`src/rtl/ipsxe_floating_point_multiplier_iter_v1_0.sv`:
```
// Iterative floating-point mantissa multiplier.
// Forms the sign, the raw biased-exponent sum and the exact, unrounded
// significand product of two packed operands, DIGIT_W multiplier bits per
// cycle, and classifies the operands into nan/inf/zero flags for the
// downstream align/round stage. Valid/ready handshake on both sides.
module ipsxe_floating_point_multiplier_iter_v1_0 #(
    parameter int EXP_WIDTH = 8,
    parameter int MAN_WIDTH = 23,
    parameter int DIGIT_W   = 8
) (
    input  logic                                            i_clk,
    input  logic                                            i_rst,
    input  logic                                            i_aclken,
    input  logic [EXP_WIDTH+MAN_WIDTH:0]                    i_a,
    input  logic [EXP_WIDTH+MAN_WIDTH:0]                    i_b,
    input  logic                                            i_valid,
    output logic                                            o_ready,
    output logic [1+(EXP_WIDTH+1)+2*(MAN_WIDTH+1)-1:0]      o_result,
    output logic [2:0]                                      o_flags,
    output logic                                            o_valid,
    input  logic                                            i_ready
);

    localparam int OPW      = 1 + EXP_WIDTH + MAN_WIDTH;
    localparam int M        = MAN_WIDTH + 1;
    localparam int NUM_ITER = (M + DIGIT_W - 1) / DIGIT_W;
    localparam int SBW      = NUM_ITER * DIGIT_W;
    localparam int KW       = (NUM_ITER > 1) ? $clog2(NUM_ITER) : 1;

    typedef enum logic [1:0] {
        ST_IDLE = 2'd0,
        ST_MUL  = 2'd1,
        ST_DONE = 2'd2
    } state_t;

    state_t                 state_reg;
    logic [KW-1:0]          k_reg;
    logic [2*M-1:0]         sa_reg;     // multiplicand, pre-shifted to the current digit weight
    logic [SBW-1:0]         sb_reg;     // multiplier, consumed from the LSB end one digit per step
    logic [2*M-1:0]         acc_reg;
    logic                   sign_reg;
    logic [EXP_WIDTH:0]     exp_reg;
    logic [2:0]             flags_reg;

    // ------------------------------------------------------------------
    // Operand unpack and classification (same logic for A and B)
    // ------------------------------------------------------------------
    logic [OPW-1:0] ops     [2];
    logic [M-1:0]   op_sig  [2];
    logic [1:0]     op_nan;
    logic [1:0]     op_inf;
    logic [1:0]     op_zero;

    assign ops[0] = i_a;
    assign ops[1] = i_b;

    genvar gi;
    generate
        for (gi = 0; gi < 2; gi++) begin : g_cls
            logic exp_ones;
            logic exp_zero;
            logic man_zero;

            assign exp_ones    = &ops[gi][MAN_WIDTH +: EXP_WIDTH];
            assign exp_zero    = ~|ops[gi][MAN_WIDTH +: EXP_WIDTH];
            assign man_zero    = ~|ops[gi][MAN_WIDTH-1:0];
            // Implicit bit is set for every non-zero exponent; subnormals keep it clear.
            assign op_sig[gi]  = {~exp_zero, ops[gi][MAN_WIDTH-1:0]};
            assign op_nan[gi]  = exp_ones & ~man_zero;
            assign op_inf[gi]  = exp_ones & man_zero;
            assign op_zero[gi] = exp_zero & man_zero;
        end
    endgenerate

    logic                   in_nan;
    logic                   in_inf;
    logic                   in_zero;
    logic                   in_sign;
    logic [EXP_WIDTH:0]     in_exp;

    // inf * zero is an invalid operation and is reported as nan.
    assign in_nan  = |op_nan | (op_inf[0] & op_zero[1]) | (op_zero[0] & op_inf[1]);
    assign in_inf  = ~in_nan & |op_inf;
    assign in_zero = ~in_nan & ~in_inf & |op_zero;
    assign in_sign = i_a[OPW-1] ^ i_b[OPW-1];
    assign in_exp  = {1'b0, i_a[MAN_WIDTH +: EXP_WIDTH]} + {1'b0, i_b[MAN_WIDTH +: EXP_WIDTH]};

    // ------------------------------------------------------------------
    // Digit-serial datapath: one partial product per MUL cycle
    // ------------------------------------------------------------------
    logic [2*M-1:0] digit_ext;
    logic [2*M-1:0] partial;
    logic [2*M-1:0] acc_next;
    logic           last_step;

    assign digit_ext = (2*M)'(sb_reg[DIGIT_W-1:0]);
    assign partial   = sa_reg * digit_ext;
    assign acc_next  = acc_reg + partial;
    assign last_step = (k_reg == KW'(NUM_ITER - 1));

    // ------------------------------------------------------------------
    // Handshake
    // ------------------------------------------------------------------
    logic accept;
    logic xfer;

    // In DONE a new operand pair can only enter in the same cycle the result leaves.
    assign o_ready = ~i_rst & i_aclken &
                     ((state_reg == ST_IDLE) | ((state_reg == ST_DONE) & i_ready));
    assign accept  = i_valid & o_ready;
    assign xfer    = o_valid & i_ready & i_aclken;

    // Control FSM, datapath registers and registered outputs
    always_ff @(posedge i_clk) begin
        if (i_rst) begin
            state_reg <= ST_IDLE;
            k_reg     <= '0;
            sa_reg    <= '0;
            sb_reg    <= '0;
            acc_reg   <= '0;
            sign_reg  <= 1'b0;
            exp_reg   <= '0;
            flags_reg <= '0;
            o_result  <= '0;
            o_flags   <= '0;
            o_valid   <= 1'b0;
        end else if (i_aclken) begin
            case (state_reg)
                ST_MUL: begin
                    acc_reg <= acc_next;
                    sa_reg  <= sa_reg << DIGIT_W;
                    sb_reg  <= sb_reg >> DIGIT_W;
                    k_reg   <= k_reg + KW'(1);
                    if (last_step) begin
                        state_reg <= ST_DONE;
                        o_valid   <= 1'b1;
                        o_result  <= {sign_reg, exp_reg, acc_next};
                        o_flags   <= flags_reg;
                    end
                end
                ST_DONE: begin
                    if (xfer) begin
                        o_valid   <= 1'b0;
                        state_reg <= ST_IDLE;
                    end
                end
                default: begin
                    state_reg <= ST_IDLE;
                end
            endcase

            // Operand load; overrides the DONE->IDLE move for back-to-back operation.
            if (accept) begin
                sa_reg    <= (2*M)'(op_sig[0]);
                sb_reg    <= SBW'(op_sig[1]);
                sign_reg  <= in_sign;
                exp_reg   <= in_exp;
                flags_reg <= {in_nan, in_inf, in_zero};
                acc_reg   <= '0;
                k_reg     <= '0;
                state_reg <= ST_MUL;
            end
        end
    end

endmodule

```
`config.mk`:
```
export PLATFORM = sky130hd
export DESIGN_NAME = ipsxe_floating_point_multiplier_iter_v1_0
export DESIGN_NICKNAME = d
export VERILOG_FILES = /design/src/rtl/ipsxe_floating_point_multiplier_iter_v1_0.sv
export SDC_FILE = /design/constraint.sdc
export NUM_CORES = 1
export LEC_CHECK = 0
export ABC_AREA = 1
export CORE_ASPECT_RATIO = 0.5
export CORE_UTILIZATION = 38
export CTS_CLUSTER_SIZE = 30
export DETAILED_ROUTE_END_ITERATION = 12
export SYNTH_ARGS = -nofsm -noshare
export SYNTH_HDL_FRONTEND = slang
export SYNTH_SLANG_ARGS = --single-unit
```
`constraint.sdc`:
```
create_clock -name i_clk -period 9.9 [get_ports i_clk]
set_input_delay 1.98 -clock i_clk [delete_from_list [all_inputs] [get_ports i_clk]]
set_output_delay 1.98 -clock i_clk [all_outputs]
set_load 0.01 [all_outputs]
```
======== Word-level counts from Yosys, hierarchy flattened ========
Cells that the tools add are included.
operators by class
  equal/unequal tests ..................... 7
  reductions and logical operators ........ 21
  add/subtract/negate cells ............... 3
  bitwise operators ....................... 24
  multiply operators ...................... 1
  mux-type cells .......................... 15
operators by type and width
  cell                   number
  $mux W48               4
  $add A48 B48 Y48       1
  $mul A48 B8 Y48        1
  $mux W24               2
  $reduce_or A23 Y1      2
  $and A1 B1 Y1          17
  $reduce_and A8 Y1      2
  $reduce_or A8 Y1       2
  $mux W2                5
  $add A8 B8 Y9          1
  $ne A3 B3 Y1 const B   2
  $reduce_and A3 Y1      2
  $reduce_or A2 Y1       3
  $eq A2 B2 Y1 const B   2
  $logic_not A1 Y1       4
  $ne A2 B2 Y1 const B   2
  $pmux W2 S2            1
  $reduce_and A2 Y1      2
  $reduce_and A4 Y1      1
  $reduce_bool A2 Y1     2
  $not A1 Y1             3
  $or A1 B1 Y1           3
  $add A2 B1 Y2 const B  1
  $eq A2 B1 Y1 const B   1
  4 further kinds        5
word-level totals
  output and inout bits ................... 63
  flip-flop bits (word level) ............. 199
  input bits .............................. 69

======== Longest topological paths before layout ========
Gate-level depths: netlist of the first run.
  word-level depth ........................ 11
  depth in mapped cells ................... 27
  mapped depth without buffers ............ 25

======== Least setup slack after synthesis of the first run ========
Ideal clock, no wire load.
  path kind ............................... register -> register
  from .................................... register sb_reg[0]
  to ...................................... register o_result[25]
  buffers on the path ..................... 2
  arrival time ............................ 4,500 ps
  slack ................................... 5,284 ps
  stages on the path, launching flop included .. 23
  cell sequence ........................... dfxtp_1 -> clkbuf_1 -> buf_1 -> nand2_1 -> fa_1 -> inv_1 -> fa_1 -> inv_1 -> fa_1 -> fa_1 -> inv_1 -> ha_1 -> nand2_1 -> nand2_1 -> inv_1 -> nand2_2 -> a21oi_1 -> inv_1 -> nand2_1 -> nand3_1 -> xor2_1 -> o21ai_0 -> inv_1
on the way
  word-level cells in the longest chain between the ends .. 2
ends and longest elaborated chain
  item                    line  source
  start, declared         39    logic [SBW-1:0] sb_reg;
  start signal, assigned  132   sb_reg <= sb_reg >> DIGIT_W;
  start signal, assigned  155   sb_reg <= SBW'(op_sig[1]);
  $mul A48 B8 Y48         97    assign partial = sa_reg * digit_ext;
  $add A48 B48 Y48        98    assign acc_next = acc_reg + partial;
  end signal, assigned    137   o_result <= {sign_reg, exp_reg, acc_next};
  end, declared           18    output logic [1+(EXP_WIDTH+1)+2*(MAN_WIDTH+1)-1:0] o_result,
Every way passes these cells.
A chain may end at the register's enable or synchronous reset.

======== Worst setup path after layout of the first run ========
  from .................................... register sb_reg[2]
  to ...................................... register o_result[35]
The elaborated chain is that of the path after synthesis.

==> metrics.md, run 1 <==
| Metric | Value |
|---|---|
| DRC | `0` |
| Max FFs per register | `between 50 and 60` |
| Routed vias | `19,280` |
| Critical path required time | `10.27 ns` |
| Switching share of power | `28.90%` |
| Syn avg cell area | `6.709 µm²` |
| Yosys top cell area share | `between 20% and 30%` |
| Largest net degree at the start of global routing | `76` |
| Final net count | `about 3,700` |
| Worst R2R Path Depth | `23` |
| Critical Path Source Type | `register` |
| Root buf cell | `clkbuf_16` |
| Die area | `around 59,000 µm²` |
| Capture point of the worst reg-to-reg path | `o_result[35]` |
| Run status | `complete, no violations` |
| Detailed Place HPWL | `around 52 mm` |
| Post-CTS sizing | `0` |
| Clock Sinks | `199` |
| Tcrit/Tclk final | `approximately 60%` |
| Number of enable flip-flop cells after synthesis | `0` |
| Hold Fails Final Rpt | `0` |
| Initial core utilization | `approximately two fifths` |
| CTS hold repair buffers | `0` |
| Worst hold path endpoint | `sign_reg` |
| Cell Area, Synth | `around 22,000 µm²` |
| Total Power | `roughly 1800 µW` |
| Routed WL per cell | `16.77 µm` |
| Longest Clk Path Bufs | `2` |
| Initial DRC count | `between 1,500 and 2,000` |
| Worst-Margin Slew | `roughly 1.2 ns` |
| Num CTS Buffers | `17` |
| All-Layer GR Usage | `a little under a quarter` |
| Seq cells post-synth | `between 150 and 200` |
| Maximum vdd drop | `0.1260 mV` |
| Clk pwr share | `a little over two fifths` |
| HP Class | `register to register` |
| Arr. time, crit path | `between 6 and 7 ns` |
| PortBufs | `131` |
| I/O pin count | `around 130` |
| Leak Pwr | `between 0.01 and 0.015 µW` |
| Initial antenna violation count | `1` |
| Final Slew Violations | `0` |
| Synth Warn # | `0` |
| Asr flop ratio synth | `0%` |
| P_sw | `around 520 µW` |
| Library cells used by synthesis | `38` |
| Reg2Reg Setup Slack | `~4.0 ns` |
| Most frequent cells after synthesis | `nand2_1 (1,017), inv_1 (842), fa_1 (299), nor2_1 (227), dfxtp_1 (199)` |
| F_max | `about 170 MHz` |
| Crit path kind | `register to register` |
| Grt total ovfl | `0` |
| Synth area leaders | `fa_1 (27%), dfxtp_1 (18%), nand2_1 (17%)` |
| CTS tree | `built` |
| Hold_sp | `sign_reg` |
| H-tree levels | `4` |
| Skew-Pair Late Insertion Delay | `0.48 ns` |
| Synth area leader | `fa_1` |
| Setup repair after global routing missed its margin | `no` |
| DR pass1 iterations | `5` |
| PD cells | `74.30 nW/µm²` |
| Mapped Cells | `about 3,300` |
| # rows | `between 60 and 70` |
| # diodes | `0` |
| Setup violators final | `0` |
| Seq/Total Area, Yosys | `a little under a fifth` |
| Fin Clk Skew | `about 0.012 ns` |
| Drt via density | `4.760` |
| Sequential power share | `between 40% and 50%` |
| P_int | `1280 µW` |
| Max FO, Critical Path | `27` |
| RR Startpoint | `sb_reg[2]` |
| Routed WL | `roughly 68 mm` |
| Comb power frac | `between 10% and 20%` |
| First-pass GRT wire length | `about 110 mm` |
| Main synth FF type | `dfxtp_1` |
| Final Wtd Congestion | `1.003` |
| Setup TNS | `0 ns` |
| Antenna Violating Nets Remaining | `0` |
| Syn nets | `between 3,000 and 4,000` |
| Worst setup EP type | `register` |
| Clk slew on worst S/H paths | `roughly 0.080 ns` |
| Die height | `171.8 µm` |
| Core ar. | `roughly 56,000 µm²` |
| Most instantiated library cell after synthesis | `nand2_1` |
| Vias in the first global route | `about 19,000` |
| Hold-critical path depth | `2` |
| Layout cells sized above 1 | `under 10%` |
| Tmin final | `5.914 ns` |
| Max-Cap Viols | `0` |
| Worst slew margin | `a little over a fifth` |
| Area Growth Syn to Fin | `10.64%` |
| Number of post-CTS setup repair buffers | `0` |
| Die width | `approximately 340 µm` |
==> power by group through the flow <==
| stage | Sequential, µW | Combinational, µW | Clock, µW |
|---|---|---|---|
| floorplan | 847 | 114 | 0 |
| global placement | 865 | 193 | 0 |
| detailed placement | 865 | 193 | 0 |
| CTS | 846 | 194 | 772 |
| global route | 849 | 213 | 798 |
| finish | 847 | 194 | 759 |
==> cells in the final DEF, fill, tap and decap left out, types with 4 or more instances in the layout <==
cell type / n
o21ai_1: 6
o21bai_1: 11
clkbuf_16: 17
nand4_1: 21
nor2_1: 227
nand3b_1: 5
xor2_1: 23
buf_4: 18
inv_6: 4
ha_1: 66
nor3_1: 4
dfxtp_1: 196
o21ai_0: 78
a21o_1: 5
inv_1: 842
nand2_1: 1017
nand3_1: 82
a31oi_1: 28
fa_1: 299
o211ai_1: 6
nand2_2: 5
xnor2_1: 5
clkdlybuf4s50_1: 130
inv_2: 8
a21oi_1: 157
==> cell families after synthesis <==
family          synth area share [%]
xor+xnor                       1.120
fa+ha+maj                      31.10
flops                          18.19
simple gates                   24.77
buf+inv                        17.60
compound gates                 7.216
==> metal layers <==
metal  GRT usage, %  part of all wire [%]  vias to the layer above
li1               -                     -                     9423
met1          34.76                    48                     9226
met2          37.44                    44                      579
met3          3.382                   6.8                       51
met4          5.459                   1.5                        0
met5              0                     0                        -
==> how the worst max path moves through the flow <==
stage                         start  slack [ns]      endpoint  depth (start not counted)
after floorplan           sb_reg[0]        5.28  o_result[25]                         22
after global placement        i_rst        3.94    sa_reg[15]                         13
after detailed placement      i_rst        3.90    sa_reg[15]                         13
after CTS                     i_rst        4.09       o_ready                          5
after global routing      sb_reg[2]        3.77  o_result[35]                         23
final                     sb_reg[2]        3.99  o_result[35]                         23
==> area by class of cell <==
class	instances	area (µm²)
well taps	756	945.9
repair buffers	148	1436
flip-flops and latches	199	3988
clock inverters	13	162.7
multi-input cells	2066	14070
fillers	5903	32020
clock buffers	18	439.2
inverters	850	3191
==> metrics by stage <==
stage                     hold WS (ns)  utilization (%)  setup WS [ns]  instances  area, µm²
final                           0.4594            43.07          3.986       4050      24230
after global routing            0.4775            43.07          3.773       4050      24230
after CTS                       0.4628            43.07          4.095       4050      24230
after detailed placement        0.4515            42.00          3.902       4019      23630
after global placement          0.4494            42.00          3.935       4019      23630
after floorplan                 0.4297                -          5.284       3264      21900
==> critical path: stages (launching register included) <==
cell and delay (ns):
dfxtp_2 0.88, buf_4 0.44, nand2_1 0.09, inv_1 0.09, fa_1 0.42, fa_1 0.54, fa_1 0.53, inv_1 0.06
fa_1 0.47, inv_1 0.04, ha_1 0.35, nand2_1 0.14, nor2_2 0.23, inv_1 0.09, nor3_2 0.37, nand2_1 0.13
nand2_2 0.19, nand3_1 0.15, nand2_1 0.10, nand2_1 0.07, nand2_1 0.15, nand2_1 0.07, o211ai_1 0.11, inv_1 0.06
Power figures use the tool's default switching activity.
==> inputs of run 2 (changes only) <==
==> constraint.sdc (replaced) <==
create_clock -name i_clk -period 4.8 [get_ports i_clk]
set_input_delay 0.96 -clock i_clk [delete_from_list [all_inputs] [get_ports i_clk]]
set_output_delay 0.96 -clock i_clk [all_outputs]
set_load 0.01 [all_outputs]
==> run 2 against run 1 <==
Compared with the run above:
- design area up 15%
- first-iteration DRC count down 11%
- clock skew up 0.0035 ns
- combinational power rose to 2.7 times the previous value
- critical path depth unchanged
- worst hold slack better by 0.0066 ns
- sequential cell count unchanged
- clock power up 110%
- non-clock buffer count up 205
- utilization up 6.3 points
- largest cell class unchanged
- die area unchanged
- maximum frequency up 26%
==> metrics.md, run 2 (synthesis results as in run 1) <==
| Metric | Value |
|---|---|
| Run status | `complete, no violations` |
| Hold Fails Final Rpt | `0` |
| Area Growth Syn to Fin | `26.76%` |
| Core ar. | `around 56,000 µm²` |
| Commonest non-fill, non-tap cell in the layout | `nand2_1` |
| Worst-Margin Slew | `between 1 and 1.5 ns` |
| DR pass1 iterations | `5` |
| HP Class | `register to register` |
| Initial core utilization | `38.93%` |
| Initial DRC count | `between 1,500 and 2,000` |
| Die area | `approximately 59,000 µm²` |
| CTS tree | `built` |
| Crit path kind | `register to register` |
| Clock Sinks | `approximately 200` |
| Antenna Violating Nets Remaining | `0` |
| Comb power frac | `a little over an eighth` |
| F_max | `213.4 MHz` |
| Max-Cap Viols | `0` |
| Routed WL per cell | `approximately 17 µm` |
| Longest Clk Path Bufs | `2` |
| Die width | `around 340 µm` |
| PD cells | `around 140 nW/µm²` |
| Critical Path Source Type | `register` |
| All-Layer GR Usage | `approximately 25%` |
| Die height | `between 150 and 200 µm` |
| Critical path required time | `slightly above 5 ns` |
| Detailed Place HPWL | `between 50 and 60 mm` |
| Tmin final | `4.686 ns` |
| Initial antenna violation count | `1` |
| M3 GR Usage | `under 10%` |
| Met1 Use GR | `a little over a third` |
| Met2 Track Usage GR | `38.96%` |
| Routed WL | `between 70 and 80 mm` |
| Worst setup EP type | `register` |
| P_sw | `1193 µW` |
| Crit. Startpoint | `sb_reg[5]` |
| First-pass GRT wire length | `111.5 mm` |
| Setup repair after global routing missed its margin | `yes` |
| Fin Clk Skew | `0.01600 ns` |
| Final net count | `just under 4,000` |
| Most frequent cells in the layout | `nand2_1 (931), inv_1 (826), fa_1 (296), dfxtp_1 (186), nor2_1 (178)` |
| # rows | `between 60 and 70` |
| PortBufs | `around 130` |
| Final Slew Violations | `0` |
| DRC | `0` |
| Maximum vdd drop | `between 0.2 and 0.25 mV` |
| Leak Pwr | `approximately 0.015 µW` |
| Sequential power share | `between 40% and 50%` |
| Grt peak-use layer | `met2` |
| Setup violators final | `0` |
| Hold_sp | `acc_reg[2]` |
| Max FO, Critical Path | `6` |
| Switching share of power | `between 30 and 40%` |
| RR Startpoint | `sb_reg[5]` |
| Vias in the first global route | `around 20,000` |
| Num CTS Buffers | `17` |
| Routed vias | `just over 20,000` |
| Tcrit/Tclk final | `a little over nine tenths` |
| Skew-Pair Late Insertion Delay | `approximately 0.49 ns` |
| Setup TNS | `0 ns` |
| H-tree levels | `4` |
| Drt via density | `approximately 4.8` |
| Largest net degree at the start of global routing | `roughly 160` |
| Grt total ovfl | `0` |
| I/O pin count | `between 100 and 150` |
| P_int | `about 2700 µW` |
| Max FFs per register | `between 50 and 60` |
| CTS hold repair buffers | `0` |
| Clk pwr share | `between 40% and 50%` |
| Arr. time, crit path | `5.08 ns` |
| Layout cells sized above 1 | `15.54%` |
| # diodes | `0` |
| Clk slew on worst S/H paths | `0.09 ns` |
| Root buf cell | `clkbuf_16` |
| Worst slew margin | `29.02%` |
| Total Power | `slightly below 4000 µW` |
| Final Wtd Congestion | `0.9918` |
## run 2: cell count changes in the layout (fill, tap and decap cells not counted), moves of 23 or more
cell     delta
ha_1       -39
nand2_2    +70
buf_12     +31
nor2_1     -49
nor2_2     +23
ha_4       +37
buf_4     +157
nand2_1    -86
a21oi_2    +27
nor2_4     +26
a21oi_1    -34
## run 2: per-layer routing
| layer | vias to the layer above | part of all wire (%) |
|---|---|---|
| met3 | 79 | 6.9 |
| met1 | 9824 | 47 |
| li1 | 9843 | - |
| met5 | - | 0 |
| met2 | 581 | 44 |
| met4 | 0 | 1.9 |
## run 2: final cells by class
class | count | area, µm²
clock buffers | 18 | 429.2
repair buffers | 353 | 3557
inverters | 850 | 3191
well taps | 756 | 945.9
multi-input cells | 2066 | 15430
flip-flops and latches | 199 | 4013
fillers | 5556 | 28490
clock inverters | 14 | 196.4
## run 2: per-stage QoR
step           worst slack (ns)  hold WS [ns]  cells  util [%]  area (µm²)
6_report                 0.1143        0.4660   4256     49.35       27760
5_1_grt                -0.07585        0.4815   4256     49.35       27760
4_1_cts               -0.007334        0.4664   4231     46.43       26120
3_5_place_dp            -0.1358        0.4531   4195     44.95       25290
3_3_place_gp            -0.1908        0.4442   4195     44.95       25290
2_1_floorplan            0.1843        0.4297   3264         -       21900
## run 2: worst paths after layout
kind                                      to  slack (ns)  cells after the start
worst max-delay path            o_result[43]        0.11                     23
worst min-delay path              acc_reg[2]        0.47                      2
worst max register to register  o_result[43]        0.11                     23
worst min register to register    acc_reg[2]        0.47                      2
## run 2: critical path, stage by stage (launching register included)
cell	delay, ns
dfxtp_4	0.40
buf_6	0.14
buf_16	0.15
nand2_1	0.07
inv_1	0.05
fa_1	0.55
fa_1	0.45
fa_1	0.50
inv_1	0.05
fa_1	0.49
inv_1	0.06
ha_2	0.41
nand2_2	0.12
nor2_4	0.12
buf_6	0.11
nand2_2	0.07
nor2_4	0.12
nand4_1	0.20
nand3_1	0.16
nand2_1	0.08
nand2_1	0.07
nand2_1	0.06
nand2_1	0.10
inv_1	0.04
## run 2: power by group through the flow
stage | logic (µW) | clock network (µW) | registers [µW]
floorplan | 235 | 0 | 1750
finish | 531 | 1620 | 1720
global route | 571 | 1700 | 1720
detailed placement | 482 | 0 | 1760
global placement | 479 | 0 | 1760
CTS | 496 | 1640 | 1720
## run 2: what timing repair did
action                     CTS  global route
pin swaps                    2            92
buffers inserted             1            22
setup endpoints to repair   28            75
gates cloned                 3             5
gates resized for setup     30           349
==> inputs of run 3 (changes only) <==
--- a/config.mk
+++ b/config.mk
@@ -10,6 +10,7 @@
 export CORE_UTILIZATION = 38
 export CTS_CLUSTER_SIZE = 30
 export DETAILED_ROUTE_END_ITERATION = 12
+export SKIP_LAST_GASP = 1
 export SYNTH_ARGS = -nofsm -noshare
 export SYNTH_HDL_FRONTEND = slang
 export SYNTH_SLANG_ARGS = --single-unit
==> constraint.sdc (replaced) <==
create_clock -name i_clk -period 4.8 [get_ports i_clk]
set_input_delay 0.72 -clock i_clk [delete_from_list [all_inputs] [get_ports i_clk]]
set_output_delay 0.72 -clock i_clk [all_outputs]
set_load 0.01 [all_outputs]
==> run 3 against run 2 <==
Compared with the run above:
- non-clock buffer count fell by 16
- sequential cell count did not move
- sequential power barely moved
- first-iteration DRC count rose by 3.5%
- design area fell by 0.15%
- clock power barely moved
- utilization fell by 0.076 points
- register-to-register slack barely moved
- routed wire length rose by 2.3%
- critical path depth fell by 2
- critical endpoint is now o_result[33]
- sequential share of layout area barely moved
- worst hold slack got worse by 0.0019 ns
==> metrics.md, run 3 (synthesis results as in run 1) <==
| Metric | Value |
|---|---|
| Run status | `complete, no violations` |
| Hold-critical path depth | `2` |
| Max-Cap Viols | `0` |
| Register area | `4018 µm²` |
| Tcrit/Tclk final | `97.65%` |
| Initial antenna violation count | `1` |
| Core ar. | `between 50,000 and 60,000 µm²` |
| First-pass GRT wire length | `about 110 mm` |
| Root buf cell | `clkbuf_16` |
| Layout Utilization | `roughly half` |
| # diodes | `0` |
| Crit. Startpoint | `sb_reg[0]` |
| H-tree levels | `4` |
| # rows | `61` |
| Critical Path Source Type | `register` |
| Hold Fails Final Rpt | `0` |
| Die area | `58,650 µm²` |
| Initial core utilization | `38.93%` |
| Hold_sp | `sign_reg` |
| Initial DRC count | `approximately 1,700` |
| Setup repair after global routing missed its margin | `yes` |
| PortBufs | `~130` |
| Final Wtd Congestion | `0.9907` |
| Maximum vdd drop | `about 0.26 mV` |
| Setup violators final | `0` |
| Clock Sinks | `about 200` |
| HP Class | `register to register` |
| Tmin final | `4.687 ns` |
| Layout cells sized above 1 | `15.87%` |
| PD cells | `139.8 nW/µm²` |
| RR Startpoint | `sb_reg[0]` |
| Worst setup EP type | `register` |
| F_max | `around 210 MHz` |
| Grt total ovfl | `0` |
| Drt via density | `4.813` |
| Die width | `approximately 340 µm` |
| Area occupied by multi-input gates | `15,580 µm²` |
| Final net count | `around 4,000` |
| Critical path required time | `5.17 ns` |
| CTS hold repair buffers | `0` |
| Final Slew Violations | `0` |
| Skew-Pair Late Insertion Delay | `0.49 ns` |
| Routed vias | `slightly above 20,000` |
| Num CTS Buffers | `17` |
| Total Power | `3875 µW` |
| Most frequent cells in the layout | `nand2_1 (923), inv_1 (830), fa_1 (294), dfxtp_1 (184), nor2_1 (177)` |
| Fin Clk Skew | `about 0.019 ns` |
| Area Growth Syn to Fin | `26.57%` |
| Antenna Violating Nets Remaining | `0` |
| Leak Pwr | `approximately 0.015 µW` |
| Vias in the first global route | `between 15,000 and 20,000` |
| Worst-Margin Slew | `~1.0 ns` |
| Crit path kind | `register to register` |
| Routed WL per cell | `between 15 and 20 µm` |
| Worst R2R Path Depth | `21` |
| Worst hold margin | `between 0.4 and 0.5 ns` |
| Max FO, Critical Path | `6` |
| Max FFs per register | `between 50 and 60` |
| Worst slew margin | `roughly a third` |
| Commonest non-fill, non-tap cell in the layout | `nand2_1` |
| Die height | `171.8 µm` |
| All-Layer GR Usage | `approximately a quarter` |
| CTS tree | `built` |
| Fill cells | `5,523` |
| Arr. time, crit path | `between 5 and 6 ns` |
| Setup TNS | `0 ns` |
| DRC | `0` |
| Clk slew on worst S/H paths | `0.09 ns` |
| Longest Clk Path Bufs | `2` |
| DR pass1 iterations | `5` |
| Area post-placement | `about 25,000 µm²` |
| I/O pin count | `132` |
| Largest net degree at the start of global routing | `between 70 and 80` |
| Routed WL | `approximately 75 mm` |
| Cell area after layout | `between 20,000 and 30,000 µm²` |
| Detailed Place HPWL | `between 50 and 60 mm` |
| Reg2Reg Setup Slack | `roughly 0.11 ns` |
==> run 3: path summary, 6_finish.rpt <==
check / end
worst max-delay path: o_result[33]
worst min-delay path: o_result[57]
worst max register to register: o_result[33]
worst min register to register: o_result[57]
==> run 3: layout make-up <==
cell class	count	share of cell area (%)
Clock inverter	14	0.7358
Clock buffer	18	1.584
Inverter	850	11.51
Multi-Input combinational cell	2066	56.20
Timing Repair Buffer	337	12.07
Sequential cell	199	14.49
Tap cell	756	3.413
==> run 3: critical path, cell delays in order (launching register included) <==
cell and delay, ns:
dfxtp_4 0.47, clkbuf_16 0.20, nand2_1 0.07, fa_1 0.53, inv_1 0.06, fa_1 0.48
fa_1 0.55, inv_1 0.06, fa_1 0.47, inv_1 0.07, ha_4 0.31, nand2_2 0.14
inv_1 0.13, a21oi_2 0.09, o21bai_2 0.18, inv_1 0.10, o21ai_4 0.11, nand2_2 0.12
nand3_1 0.10, nand2_1 0.10, o21ai_0 0.16, inv_1 0.05
==> run 3: repair_timing <==
item                                    in CTS  in global routing
setup buffers                                0                 19
cloned                                       2                  9
pin swaps                                    1                113
endpoints found under the setup margin      22                 74
hold endpoints to repair                     0                  0
gates resized for setup                     17                372
==> run 3: per-stage QoR <==
| stage | cells | setup WS (ns) |
|---|---|---|
| final | 4240 | 0.1126 |
| after detailed placement | 4178 | -0.1106 |
| after global routing | 4240 | -0.07963 |
| after CTS | 4212 | -0.01645 |
| after floorplan | 3264 | 0.1843 |
| after global placement | 4178 | -0.1127 |
==> run 3: layer usage <==
layer / wire length, µm / up-vias / global-route usage (%)
li1: - / 9812 / -
met4: 1640 / 2 / 6.298
met3: 5728 / 81 / 4.310
met5: 51 / - / 0
met1: 34280 / 9866 / 35.48
met2: 33170 / 645 / 38.37
==> run 3: where the power goes <==
part	internal, µW	total [µW]	switching [µW]
combinational	218	520	303
clock	780	1630	851
sequential	1690	1720	37.1
total	2680	3870	1190
